### src/rtl/conv_pkg.sv
// Shared definitions for the convolution coprocessor host-side control.
//   CONV_ADDR_W : default X/Y/Z memory address width (depth 2^CONV_ADDR_W)
//   seq_state_t : job sequencer states
//   conv_err_t  : sticky error codes reported to the host
package conv_pkg;

    localparam int CONV_ADDR_W = 5;

    typedef enum logic [2:0] {
        IDLE     = 3'd0,
        CHECK    = 3'd1,
        LAUNCH   = 3'd2,
        RUN      = 3'd3,
        COMPLETE = 3'd4
    } seq_state_t;

    typedef enum logic [1:0] {
        ERR_NONE    = 2'b00,
        ERR_SIZE    = 2'b01,
        ERR_TIMEOUT = 2'b10
    } conv_err_t;

endpackage

### src/rtl/conv_job_sequencer_if.sv
// Handshake bundle between the job sequencer and the convolution core.
//   core_start  : start level to the core (sequencer -> core)
//   core_rst    : one-cycle abort reset, active high (sequencer -> core)
//   core_size_x : X length latched for the job (sequencer -> core)
//   core_size_y : Y length latched for the job (sequencer -> core)
//   core_busy   : core busy flag (core -> sequencer)
//   core_done   : one-cycle completion pulse (core -> sequencer)
// master = sequencer side, slave = core side.
interface conv_job_sequencer_if
    import conv_pkg::*;
#(
    parameter int ADDR_W = CONV_ADDR_W
);
    logic              core_start;
    logic              core_rst;
    logic [ADDR_W-1:0] core_size_x;
    logic [ADDR_W-1:0] core_size_y;
    logic              core_busy;
    logic              core_done;

    modport master (
        output core_start, core_rst, core_size_x, core_size_y,
        input  core_busy, core_done
    );

    modport slave (
        input  core_start, core_rst, core_size_x, core_size_y,
        output core_busy, core_done
    );
endinterface

### src/rtl/conv_watchdog.sv
// Job watchdog: up-counter with synchronous clear, parallel load and enable.
//   clk, rst  : clock, synchronous active-high reset
//   clr       : zero the count (highest priority after reset)
//   load      : load load_val into the count
//   load_val  : value for load
//   en        : count up by one per cycle
//   tc        : high while enabled and the count sits at TIMEOUT_CYCLES-1
module conv_watchdog #(
    parameter int TIMEOUT_CYCLES = 4096,
    localparam int CNT_W = $clog2(TIMEOUT_CYCLES) + 1
) (
    input  logic             clk,
    input  logic             rst,
    input  logic             clr,
    input  logic             load,
    input  logic [CNT_W-1:0] load_val,
    input  logic             en,
    output logic             tc
);
    localparam logic [CNT_W-1:0] TC_VAL = CNT_W'(TIMEOUT_CYCLES - 1);

    logic [CNT_W-1:0] count;

    always_ff @(posedge clk) begin
        if (rst) begin
            count <= '0;
        end else if (clr) begin
            count <= '0;
        end else if (load) begin
            count <= load_val;
        end else if (en) begin
            count <= count + CNT_W'(1);
        end
    end

    // Gated by en so a stale terminal count left over in IDLE is never seen.
    assign tc = en && (count == TC_VAL);

endmodule

### src/rtl/conv_job_sequencer.sv
// Host-side job controller for the 1D convolution coprocessor.
// Validates the requested operand sizes, drives the core start handshake,
// guards the run with a watchdog and reports sticky status plus interrupt.
//   clk, rst       : clock, synchronous active-high reset
//   host_start     : start request, honoured only in IDLE
//   cfg_size_x/y   : requested X/Y lengths (1..2^ADDR_W-1)
//   host_irq_en    : interrupt enable
//   host_irq_clr   : clears sticky done/error
//   core           : master side of the core handshake bundle
//   status_busy    : sequencer not in IDLE
//   status_done    : sticky job-complete flag
//   status_err     : sticky error code (conv_err_t)
//   irq            : host_irq_en & (status_done | |status_err)
//
// state    | meaning
// ---------+-------------------------------------------------------------
// IDLE     | waiting for host_start; sizes latched on acceptance
// CHECK    | one cycle: validate latched sizes, clear watchdog
// LAUNCH   | core_start high, waiting for core_busy
// RUN      | core running, waiting for core_done or watchdog expiry
// COMPLETE | one cycle: set status_done
module conv_job_sequencer
    import conv_pkg::*;
#(
    parameter int ADDR_W         = CONV_ADDR_W,
    parameter int TIMEOUT_CYCLES = 4096
) (
    input  logic                 clk,
    input  logic                 rst,
    input  logic                 host_start,
    input  logic [ADDR_W-1:0]    cfg_size_x,
    input  logic [ADDR_W-1:0]    cfg_size_y,
    input  logic                 host_irq_en,
    input  logic                 host_irq_clr,
    conv_job_sequencer_if.master core,
    output logic                 status_busy,
    output logic                 status_done,
    output logic [1:0]           status_err,
    output logic                 irq
);
    // size_x + size_y - 1 <= 2^ADDR_W  <=>  size_x + size_y <= 2^ADDR_W + 1
    localparam logic [ADDR_W:0] SUM_LIMIT = (ADDR_W + 1)'((1 << ADDR_W) + 1);

    seq_state_t        state, state_nxt;
    logic [ADDR_W-1:0] size_x_q, size_y_q;
    logic [ADDR_W:0]   size_sum;
    logic              size_bad;

    logic              wd_clr, wd_en, wd_tc;

    logic              start_q, abort_q, busy_q, done_q, irq_q;
    conv_err_t         err_q;

    logic              start_d, abort_d, busy_d, done_d, irq_d;
    conv_err_t         err_d;
    logic              timeout, set_err;

    assign size_sum = {1'b0, size_x_q} + {1'b0, size_y_q};
    assign size_bad = (size_x_q == '0) || (size_y_q == '0) || (size_sum > SUM_LIMIT);

    assign wd_clr = (state == CHECK);
    assign wd_en  = (state == LAUNCH) || (state == RUN);

    conv_watchdog #(
        .TIMEOUT_CYCLES(TIMEOUT_CYCLES)
    ) u_watchdog (
        .clk      (clk),
        .rst      (rst),
        .clr      (wd_clr),
        .load     (1'b0),
        .load_val ('0),
        .en       (wd_en),
        .tc       (wd_tc)
    );

    // State and registered outputs. Outputs are computed from the next state
    // so that they line up with the state they describe.
    always_ff @(posedge clk) begin
        if (rst) begin
            state    <= IDLE;
            size_x_q <= '0;
            size_y_q <= '0;
            start_q  <= 1'b0;
            abort_q  <= 1'b0;
            busy_q   <= 1'b0;
            done_q   <= 1'b0;
            err_q    <= ERR_NONE;
            irq_q    <= 1'b0;
        end else begin
            state <= state_nxt;
            if ((state == IDLE) && host_start) begin
                size_x_q <= cfg_size_x;
                size_y_q <= cfg_size_y;
            end
            start_q <= start_d;
            abort_q <= abort_d;
            busy_q  <= busy_d;
            done_q  <= done_d;
            err_q   <= err_d;
            irq_q   <= irq_d;
        end
    end

    always_comb begin
        state_nxt = state;
        unique case (state)
            IDLE:     if (host_start) state_nxt = CHECK;
            CHECK:    state_nxt = size_bad ? IDLE : LAUNCH;
            LAUNCH: begin
                if (wd_tc) begin
                    state_nxt = IDLE;
                end else if (core.core_busy) begin
                    state_nxt = RUN;
                end
            end
            RUN: begin
                // done takes priority over a simultaneous watchdog expiry
                if (core.core_done) begin
                    state_nxt = COMPLETE;
                end else if (wd_tc) begin
                    state_nxt = IDLE;
                end
            end
            COMPLETE: state_nxt = IDLE;
            default:  state_nxt = IDLE;
        endcase
    end

    always_comb begin
        timeout = wd_tc && ((state == LAUNCH) || ((state == RUN) && !core.core_done));
        set_err = ((state == CHECK) && size_bad) || timeout;

        // Set events beat a same-cycle clear; a new error replaces the old code.
        if (state == COMPLETE) begin
            done_d = 1'b1;
        end else if (host_irq_clr) begin
            done_d = 1'b0;
        end else begin
            done_d = done_q;
        end

        if (set_err) begin
            err_d = timeout ? ERR_TIMEOUT : ERR_SIZE;
        end else if (host_irq_clr) begin
            err_d = ERR_NONE;
        end else begin
            err_d = err_q;
        end

        start_d = (state_nxt == LAUNCH);
        abort_d = timeout;
        busy_d  = (state_nxt != IDLE);
        irq_d   = host_irq_en && (done_d || (err_d != ERR_NONE));
    end

    assign core.core_start  = start_q;
    assign core.core_rst    = abort_q;
    assign core.core_size_x = size_x_q;
    assign core.core_size_y = size_y_q;

    assign status_busy = busy_q;
    assign status_done = done_q;
    assign status_err  = err_q;
    assign irq         = irq_q;

endmodule

### src/flat_wrapper.sv
// flat-port wrapper written by rule: the top's interface ports become plain ports
module conv_job_sequencer_flat import conv_pkg::*;
#(
    parameter int ADDR_W         = CONV_ADDR_W,
    parameter int TIMEOUT_CYCLES = 4096
)
  (clk, rst, host_start, cfg_size_x, cfg_size_y, host_irq_en, host_irq_clr, status_busy, status_done, status_err, irq, core_core_start, core_core_rst, core_core_size_x, core_core_size_y, core_core_busy, core_core_done);
  conv_job_sequencer_if #(.ADDR_W(ADDR_W)) core_i ();
  input  logic clk;
  input  logic rst;
  input  logic host_start;
  input  logic [ADDR_W-1:0] cfg_size_x;
  input  logic [ADDR_W-1:0] cfg_size_y;
  input  logic host_irq_en;
  input  logic host_irq_clr;
  output logic status_busy;
  output logic status_done;
  output logic [1:0] status_err;
  output logic irq;
  output wire logic [$bits(core_i.core_start)-1:0] core_core_start;
  output wire logic [$bits(core_i.core_rst)-1:0] core_core_rst;
  output wire logic [$bits(core_i.core_size_x)-1:0] core_core_size_x;
  output wire logic [$bits(core_i.core_size_y)-1:0] core_core_size_y;
  input wire logic [$bits(core_i.core_busy)-1:0] core_core_busy;
  input wire logic [$bits(core_i.core_done)-1:0] core_core_done;
  assign core_core_start = core_i.core_start;
  assign core_core_rst = core_i.core_rst;
  assign core_core_size_x = core_i.core_size_x;
  assign core_core_size_y = core_i.core_size_y;
  assign core_i.core_busy = core_core_busy;
  assign core_i.core_done = core_core_done;
  conv_job_sequencer #(.ADDR_W(ADDR_W), .TIMEOUT_CYCLES(TIMEOUT_CYCLES)) u_core (.clk(clk), .rst(rst), .host_start(host_start), .cfg_size_x(cfg_size_x), .cfg_size_y(cfg_size_y), .host_irq_en(host_irq_en), .host_irq_clr(host_irq_clr), .core(core_i), .status_busy(status_busy), .status_done(status_done), .status_err(status_err), .irq(irq));
endmodule
### config.mk
export PLATFORM = sky130hd
export DESIGN_NAME = conv_job_sequencer_flat
export DESIGN_NICKNAME = d
export VERILOG_FILES = /design/src/rtl/conv_pkg.sv /design/src/rtl/conv_job_sequencer_if.sv /design/src/rtl/conv_watchdog.sv /design/src/rtl/conv_job_sequencer.sv /design/src/flat_wrapper.sv
export SDC_FILE = /design/constraint.sdc
export NUM_CORES = 1
export LEC_CHECK = 0
export CORE_MARGIN = 5
export CORE_UTILIZATION = 61
export CTS_CLUSTER_DIAMETER = 120
export DETAILED_ROUTE_END_ITERATION = 6
export DONT_BUFFER_PORTS = 1
export GPL_ROUTABILITY_DRIVEN = 0
export PLACE_DENSITY = 0.78
export SYNTH_ARGS = -nofsm -noshare
export SYNTH_HDL_FRONTEND = slang
export SYNTH_SLANG_ARGS = --single-unit
### constraint.sdc
create_clock -name clk -period 2.5 [get_ports clk]
set_input_delay 0.25 -clock clk [delete_from_list [all_inputs] [get_ports clk]]
set_output_delay 0.25 -clock clk [all_outputs]
set_load 0.01 [all_outputs]
==> impl_metrics.toml, run 1 <==
[route]
routed_wl_um = 3110
drc = 0
ant_nets = 0
wire_per_inst_um = 14.4
vias_per_cell = 5.78
top_layer = "met4"
wl_met2_um = 1580
dr.first_iter.drc_count = 45
dr.pass1.iters = 4
wl_met3_um = 229
wirelength_met1_um = 1230
via_count = 1248

[global_route]
grt_max_degree = 19
grt_antenna_before_repair = 0
grtUsageTotal_pct = 19.1
grt_pass1_wl_um = 5150
grt_pass1_vias = 1236
overflow = 0

[synthesis]
synth_nets = 205
async_reset_ff_share_pct = 0
yosysTopAreaCellShare_pct = 42.5
ys_warn_count = 0
synth.area.top_cells = "dfxtp_1, a21oi_1, nand2_1, nor2_1, ha_1"
synth.distinct_cells = 38
synth-edff-count = 0
syn_area_per_cell_sq_um = 8.59
synth_cells = 181
yosys_register_bits = 33
synth_area_sq_mm = 0.00155
ys_seq_area_share_pct = 42.5
yosysTopAreaCell = "dfxtp_1"
ys.flop_type = "dfxtp_1"

[timing]
fin_skew_ns = 0.00454
rsz0062_at_grt = "no"
fmax_ghz = 0.457
slew_violations = 0
post-route-min-period_ns = 2.19
setup-violations-final = 0
hold_viol = 0
tightestPinTransition_ns = 0.679
fin_setup_tns_ns = 0
slew_headroom_pct = 54.6
period_share_pct = 87.5

[pwr]
vdd_drop_max_uv = 566
powerDensity_mw_per_mm2 = 640
p_leak_nw = 0.635

[setup_path]
start_kind = "register"
reg2reg_setup_slack_ns = 0.31
crit_fanout = 4
arrival_ns = 2.43
critical_path_class = "register to register"
cp-end-kind = "register"
crit_required_ns = 2.74

[clocking]
cts_tree = "built"
clk_path_buf_depth = 2
htreeDepth = 2
cts-buffers-inserted = 5
clockRootBuffer = "clkbuf_4"
clk_pin_slew_worst_paths_ns = 0.10
cts.sinks = 33
post_cts.repair.setup_buffers = 0
clock_latency_ns = 0.33

[finish]
regArea_sq_um = 661
final_common_cell = "dfxtp_1"
drive_above_1_share_pct = 9.68
fin_util_pct = 67.9
antennaDiodeCount = 0
fillCellCount = 190
mostFrequentLayoutCells = "dfxtp_1, nand2_1, nor2_1"
areaGrowthSynthToFinish_pct = 7.33
final_nets = 209
multi_input_area_sq_um = 848

[floorplan]
dieArea_sq_mm = 0.00366
io-pin-count = 34
fp.dieW_um = 60.5
core_sq_mm = 0.00245
row_count = 18
initial_core_util_pct = 63.3
die_h_um = 60.5

[placement]
io_buffers = 0
hpwlAfterDp_um = 2310

[run_status]
status = "completed"

[flow_run]
maxCapViolCount = 0

[worst_hold_path]
min_path_type = "input port to register"
## metrics by stage
step / setup WS, ns / std cells / instance area [sq um] / hold WS [ns] / power [mW]
finish: 0.312 / 216 / 1670 / 0.0372 / 1.07
global route: 0.0739 / 216 / 1670 / 0.0240 / 1.13
detailed placement: 0.316 / 207 / 1590 / 0.324 / 0.738
global placement: 0.412 / 207 / 1590 / 0.320 / 0.732
CTS: 0.292 / 216 / 1670 / 0.0202 / 1.08
floorplan: 0.510 / 181 / 1550 / 0.385 / 0.709
## layer usage
metal	up-vias	GRT usage (%)
li1	630	-
met1	572	19.5
met2	36	34.0
met3	10	8.09
met4	0	8.36
met5	-	0
## registers in the layout, indices dropped and copies added (netlist names)
register / flops
u_core.u_watchdog.count: 13
u_core.core.core_size_x: 5
u_core.core.core_size_y: 5
u_core.state: 3
u_core.status_err: 2
u_core.core.core_rst: 1
u_core.core.core_start: 1
u_core.irq: 1
u_core.status_busy: 1
u_core.status_done: 1
## report_power, final
part	leakage (nW)	internal [mW]	switching, mW	total [mW]
combinational	0.325	0.0624	0.0856	0.148
sequential	0.268	0.549	0.0340	0.583
clock	0.0413	0.163	0.173	0.336
total	0.635	0.774	0.292	1.07
## synthesized netlist by cell type, drive strengths merged, types with 3 or more instances
cell and count:
dfxtp 33, nand2 26, nor2 22, a21oi 21
inv 7, xor2 7, ha 6, nand3 6
nand4 6, xnor2 6, clkbuf 4, nand2b 4
nor3 3, o21ai 3, or3 3
## timing repair
action / in CTS / in global routing
resized for setup: 0 / 0
hold buffers: 1 / 0
hold endpoints to repair: 18 / 0
setup endpoints to repair: 0 / 0
## logic make-up (layout without fill, tap and decap cells)
group                      after synthesis  in the layout  share of synthesized area [%]
muxes                                    1              1                          0.644
buffers and inverters                   13             18                           3.30
AOI/OAI and AO/OA                       32             32                           12.2
DFF                                     33             33                           42.5
xor gates and xnor gates                13             13                           7.33
and+or+nand+nor                         82             82                           27.9
adders and majority gates                7              7                           6.12
## worst paths after layout
check,start,end,depth (start not counted)
hold reg to reg,u_core.u_watchdog.count[7]$_SDFFE_PP0P_,u_core.u_watchdog.count[7]$_SDFFE_PP0P_,2
setup reg to reg,u_core.core.core_size_x[0]$_SDFFE_PP0P_,u_core.core.core_start$_SDFF_PP0_,9
hold / removal,cfg_size_y[4],u_core.core.core_size_y[4]$_SDFFE_PP0P_,2
setup / recovery,u_core.core.core_size_x[0]$_SDFFE_PP0P_,u_core.core.core_start$_SDFF_PP0_,9
## cell type report
cell class                      count  share of cell area (%)
Tap cell                           30                    2.25
Timing Repair Buffer                3                    1.50
Clock buffer                        7                    3.90
Clock inverter                      1                   0.300
Inverter                            7                    1.58
Multi-Input combinational cell    135                    50.9
Sequential cell                    33                    39.6
## critical path, cell delays in order (launching register included)
cell and delay [ns]:
dfxtp_1 0.44, ha_1 0.20, inv_1 0.05, fa_1 0.39, nand2b_1 0.15, a21oi_1 0.16, xor2_1 0.10, nor3_2 0.20
a21oi_1 0.12, nor4_1 0.28
Power figures use the tool's default switching activity.
==> run 2, diff against run 1 <==
Settings changed: SETUP_SLACK_MARGIN set to 0.2.
==> run 2 against run 1 <==
  * Die area stayed put
  * Sequential share of layout area is 0.058 points lower
  * Final area is 0.53% higher
  * Clock power hardly changed
  * Hold slack better by 0.0026 ns
  * Final cell count stayed put
  * Utilization is 0.36 points higher
  * Setup slack better by 0.10 ns
  * Via count is 0.16% higher
  * Non-clock buffer count stayed put
  * Wire length hardly changed
  * Critical endpoint is now u_core.status_busy$_SDFF_PP0_
==> impl_metrics.toml, run 2 (synthesized netlist as in run 1, its figures left out) <==
[clocking]
cts.sinks = 33
cts-buffers-inserted = 5
clk_pin_slew_worst_paths_ns = 0.10
cts_tree = "built"
post_cts.repair.setup_buffers = 0
clock_latency_ns = 0.33
clk_path_buf_depth = 2
htreeDepth = 2
clockRootBuffer = "clkbuf_4"

[flow_run]
maxCapViolCount = 0

[finish]
top_register = "u_core.u_watchdog.count"
final_nets = 209
drive_above_1_share_pct = 11.3
fillCellCount = 187
antennaDiodeCount = 0
areaGrowthSynthToFinish_pct = 7.89
mostFrequentLayoutCells = "dfxtp_1, nand2_1, nor2_1"
final_common_cell = "dfxtp_1"
final_cells = 216
largest_reg_flops = 13

[floorplan]
io-pin-count = 34
initial_core_util_pct = 63.3
core_sq_mm = 0.00245
dieArea_sq_mm = 0.00366
row_count = 18
fp.dieW_um = 60.5
die_h_um = 60.5

[timing]
hold_ws_ns = 0.0398
fin_setup_tns_ns = 0
slew_headroom_pct = 53.9
slew_violations = 0
post-route-min-period_ns = 2.09
fmax_ghz = 0.480
setup_ws_ns = 0.415
hold_viol = 0
tightestPinTransition_ns = 0.689
rsz0062_at_grt = "no"
period_share_pct = 83.4
setup-violations-final = 0
fin_skew_ns = 0.00433

[setup_path]
cp_slowest_cell = "dfxtp_1"
reg2reg_setup_slack_ns = 0.41
path_common_cell = "a21oi_1"
r2r-start = "u_core.core.core_size_y[1]$_SDFFE_PP0P_"
worstPathCellList = "inv_1 -> fa_1 -> nand2b_1 -> a21oi_1 -> xor2_1 -> nor3_2 -> a21oi_1 -> a21oi_1"
crit_required_ns = 2.70
reg2reg_depth = 8
crit_fanout = 5
arrival_ns = 2.28
critical_path_class = "register to register"
cp-end-kind = "register"
rr_endpoint = "u_core.status_busy$_SDFF_PP0_"
start_kind = "register"
max_stage_delay_ns = 0.46

[placement]
io_buffers = 0
place_inst = 207
place_ws_ns = 0.316
hpwlAfterDp_um = 2310

[route]
ant_nets = 0
dr.first_iter.drc_count = 44
vias_per_cell = 5.79
dr.pass1.iters = 4
routed_wl_um = 3120
wire_per_inst_um = 14.4
via_count = 1250
wl_met2_um = 1580
drc = 0
wl_met3_um = 253
wirelength_met1_um = 1220
top_layer = "met4"

[run_status]
status = "completed"

[pwr]
seq_power_share_pct = 54.7
p_leak_nw = 0.636
p_int_uw = 775
power_frac_clock_pct = 31.3
powerDensity_mw_per_mm2 = 637
power_switching_share_pct = 27.4
p_sw_uw = 292
p_comb_share_pct = 14.0
vdd_drop_max_uv = 562

[global_route]
grtUsageTotal_pct = 19.1
grt_pass1_wl_um = 5150
grt_max_degree = 19
grt_antenna_before_repair = 0
overflow = 0
grt_pass1_vias = 1236

[worst_hold_path]
hp-start = "cfg_size_y[4]"
min_path_type = "input port to register"
min_to = "u_core.core.core_size_y[4]$_SDFFE_PP0P_"
hold-path-cell-count = 2
[run 2: metal layers]
layer	vias to the layer above	GRT usage (%)
li1	633	-
met1	570	19.5
met2	37	34.0
met3	10	8.09
met4	0	8.36
met5	-	0
[run 2: what timing repair did]
action,in CTS,in global routing
resized for setup,0,3
endpoints found under the setup margin,0,2
endpoints found under the hold margin,18,0
hold buffers,1,0
[run 2: power by group through the flow]
stage	registers [mW]	logic, mW	clock network, mW
3_5_place_dp	0.596	0.142	0
3_3_place_gp	0.595	0.138	0
4_1_cts	0.584	0.149	0.348
2_1_floorplan	0.588	0.122	0
5_1_grt	0.588	0.168	0.373
6_report	0.584	0.150	0.334
[run 2: worst max-delay path by stage]
stage	from	depth (start not counted)	end	slack [ns]
CTS	u_core.core.core_size_x[0]$_SDFFE_PP0P_	9	u_core.core.core_start$_SDFF_PP0_	0.29
detailed placement	u_core.core.core_size_x[0]$_SDFFE_PP0P_	9	u_core.core.core_start$_SDFF_PP0_	0.32
global placement	u_core.core.core_size_y[0]$_SDFFE_PP0P_	9	u_core.core.core_start$_SDFF_PP0_	0.41
global route	u_core.core.core_size_x[0]$_SDFFE_PP0P_	9	u_core.core.core_start$_SDFF_PP0_	0.23
floorplan	u_core.core.core_size_y[0]$_SDFFE_PP0P_	9	u_core.status_err[1]$_SDFF_PP0_	0.51
finish	u_core.core.core_size_y[1]$_SDFFE_PP0P_	8	u_core.status_busy$_SDFF_PP0_	0.41
[run 2: critical path, delay by kind of cell (launching register included)]
family | cells | cell delay [ns]
AND/OR/NAND/NOR | 2 | 0.22
XOR/XNOR | 1 | 0.19
AO/OA/AOI/OAI | 3 | 0.53
buffers and inverters | 1 | 0.10
adder cells (fa/ha/maj) | 1 | 0.45
flip-flops | 1 | 0.46
[run 2: stage by stage]
step	total power [mW]	instance area (sq um)	util, %
detailed placement	0.738	1590	64.7
global route	1.13	1680	68.3
CTS	1.08	1670	67.9
finish	1.07	1680	68.3
floorplan	0.709	1550	-
global placement	0.732	1590	64.7
[run 2: final cells by class]
class,count,area [sq um],share of cell area (%)
inverters,7,26.3,1.57
clock buffers,7,65.1,3.88
flip-flops and latches,33,663,39.6
clock inverters,1,5.00,0.299
well taps,30,37.5,2.24
repair buffers,3,25.0,1.49
multi-input cells,135,855,51.0
==> run 3, diff against run 2 <==
Clock period 2.5 ns to 2.1 ns, I/O delays scaled along.
==> run 3 against run 2 <==
  * First-iteration DRC count grew 11%
  * Clock skew rose by 0.0062 ns
  * Final cell count increased by 4.6%
  * Die area unchanged
  * Combinational power increased by 36%
  * Critical path depth rose by 1
  * Hold slack worse by 0.024 ns
  * Sequential share of layout area decreased by 3.0 points
  * Total power up 30%
  * Register-to-register slack got worse by 0.23 ns
  * Critical path type unchanged
==> impl_metrics.toml, run 3 (synthesized netlist as in run 1, its figures left out) <==
[run_status]
status = "completed"

[route]
dr.pass1.iters = 4
routed_wl_um = 3200
wirelength_met1_um = 1410
ant_nets = 0
wl_met2_um = 1470
vias_per_cell = 5.73
via_count = 1295
wire_per_inst_um = 14.2
wl_met3_um = 297
drc = 0
dr.first_iter.drc_count = 49
top_layer = "met4"

[timing]
slew_headroom_pct = 50.9
rsz0062_at_grt = "yes"
hold_viol = 0
post-route-min-period_ns = 1.92
fmax_ghz = 0.522
slew_violations = 0
setup_ws_ns = 0.184
fin_setup_tns_ns = 0
period_share_pct = 91.2
setup-violations-final = 0
fin_skew_ns = 0.0106
tightestPinTransition_ns = 0.735

[floorplan]
core_sq_mm = 0.00245
row_count = 18
die_h_um = 60.5
dieArea_sq_mm = 0.00366
initial_core_util_pct = 63.3
io-pin-count = 34
fp.dieW_um = 60.5

[clocking]
cts.sinks = 33
clockRootBuffer = "clkbuf_4"
clk_path_buf_depth = 2
htreeDepth = 2
clock_latency_ns = 0.33
cts_tree = "built"
cts-buffers-inserted = 5
clk_pin_slew_worst_paths_ns = 0.10

[setup_path]
cp-end-kind = "register"
crit_required_ns = 2.34
worstPathCellList = "ha_4 -> inv_2 -> fa_2 -> nand2b_4 -> a21oi_2 -> xor2_1 -> nor3_2 -> nand3b_4 -> a31o_1"
crit_fanout = 4
reg2reg_depth = 9
cp_slowest_cell = "dfxtp_4"
max_stage_delay_ns = 0.40
critical_path_class = "register to register"
start_kind = "register"
arrival_ns = 2.16

[placement]
place_inst = 207
io_buffers = 0
place_ws_ns = 0.0844
hpwlAfterDp_um = 2350

[finish]
final_common_cell = "dfxtp_1"
top_register = "u_core.u_watchdog.count"
antennaDiodeCount = 0
areaGrowthSynthToFinish_pct = 18.1
mostFrequentLayoutCells = "dfxtp_1, nand2_1, nor2_1"
drive_above_1_share_pct = 15.3
largest_reg_flops = 13
final_cells = 226
final_nets = 219

[worst_hold_path]
hold-path-cell-count = 2
min_path_type = "input port to register"

[flow_run]
maxCapViolCount = 0

[global_route]
overflow = 0
grt_max_degree = 19
grtUsageTotal_pct = 20.0
grt_pass1_vias = 1227
grt_antenna_before_repair = 0
grt_pass1_wl_um = 5440

[pwr]
p_leak_nw = 0.694
powerDensity_mw_per_mm2 = 759
total_power_mw = 1.39
vdd_drop_max_uv = 665
run 3: where the power goes:
group	switching, mW	internal [mW]	total [mW]
Combinational	0.114	0.0899	0.204
Clock	0.209	0.284	0.493
Sequential	0.0416	0.654	0.696
run 3: repair_timing:
| item | in CTS | in global routing |
|---|---|---|
| resized for setup | 6 | 4 |
| hold buffers | 11 | 0 |
| setup endpoints to repair | 4 | 7 |
| endpoints found under the hold margin | 18 | 0 |
| pin swaps | 3 | 4 |
| setup buffers | 0 | 0 |
run 3: per-layer routing:
metal	global-route usage, %	up-vias
li1	-	651
met2	33.8	44
met4	5.57	0
met5	0	-
met3	7.23	2
met1	24.1	598
run 3: final timing paths:
path                                      startpoint                                      end  slack (ns)
min                                              rst          u_core.status_err[0]$_SDFF_PP0_        0.02
min reg2reg  u_core.u_watchdog.count[7]$_SDFFE_PP0P_  u_core.u_watchdog.count[7]$_SDFFE_PP0P_        0.50
max          u_core.core.core_size_y[0]$_SDFFE_PP0P_          u_core.status_err[1]$_SDFF_PP0_        0.18
max reg2reg  u_core.core.core_size_y[0]$_SDFFE_PP0P_          u_core.status_err[1]$_SDFF_PP0_        0.18
run 3: cell type report:
cell class,instances,area [sq um]
Clock buffer,7,55.1
Clock inverter,1,30.0
Fill cell,185,619
Inverter,7,26.3
Multi-Input combinational cell,135,891
Sequential cell,33,671
Tap cell,30,37.5
Timing Repair Buffer,13,125
run 3: worst max-delay path: cells and delay by family, from the launching register on:
kind,cells,cell delay [ns]
xor+xnor,1,0.17
buf+inv,1,0.03
simple gates,3,0.40
compound gates,2,0.34
fa+ha+maj,2,0.48
flops,1,0.40
run 3: through the flow:
step,util (%),hold WS [ns],instance area (sq um)
floorplan,-,0.338,1570
global placement,65.4,0.279,1610
detailed placement,65.4,0.280,1610
CTS,74.2,0.00379,1820
global route,74.8,0.0100,1840
finish,74.8,0.0159,1840
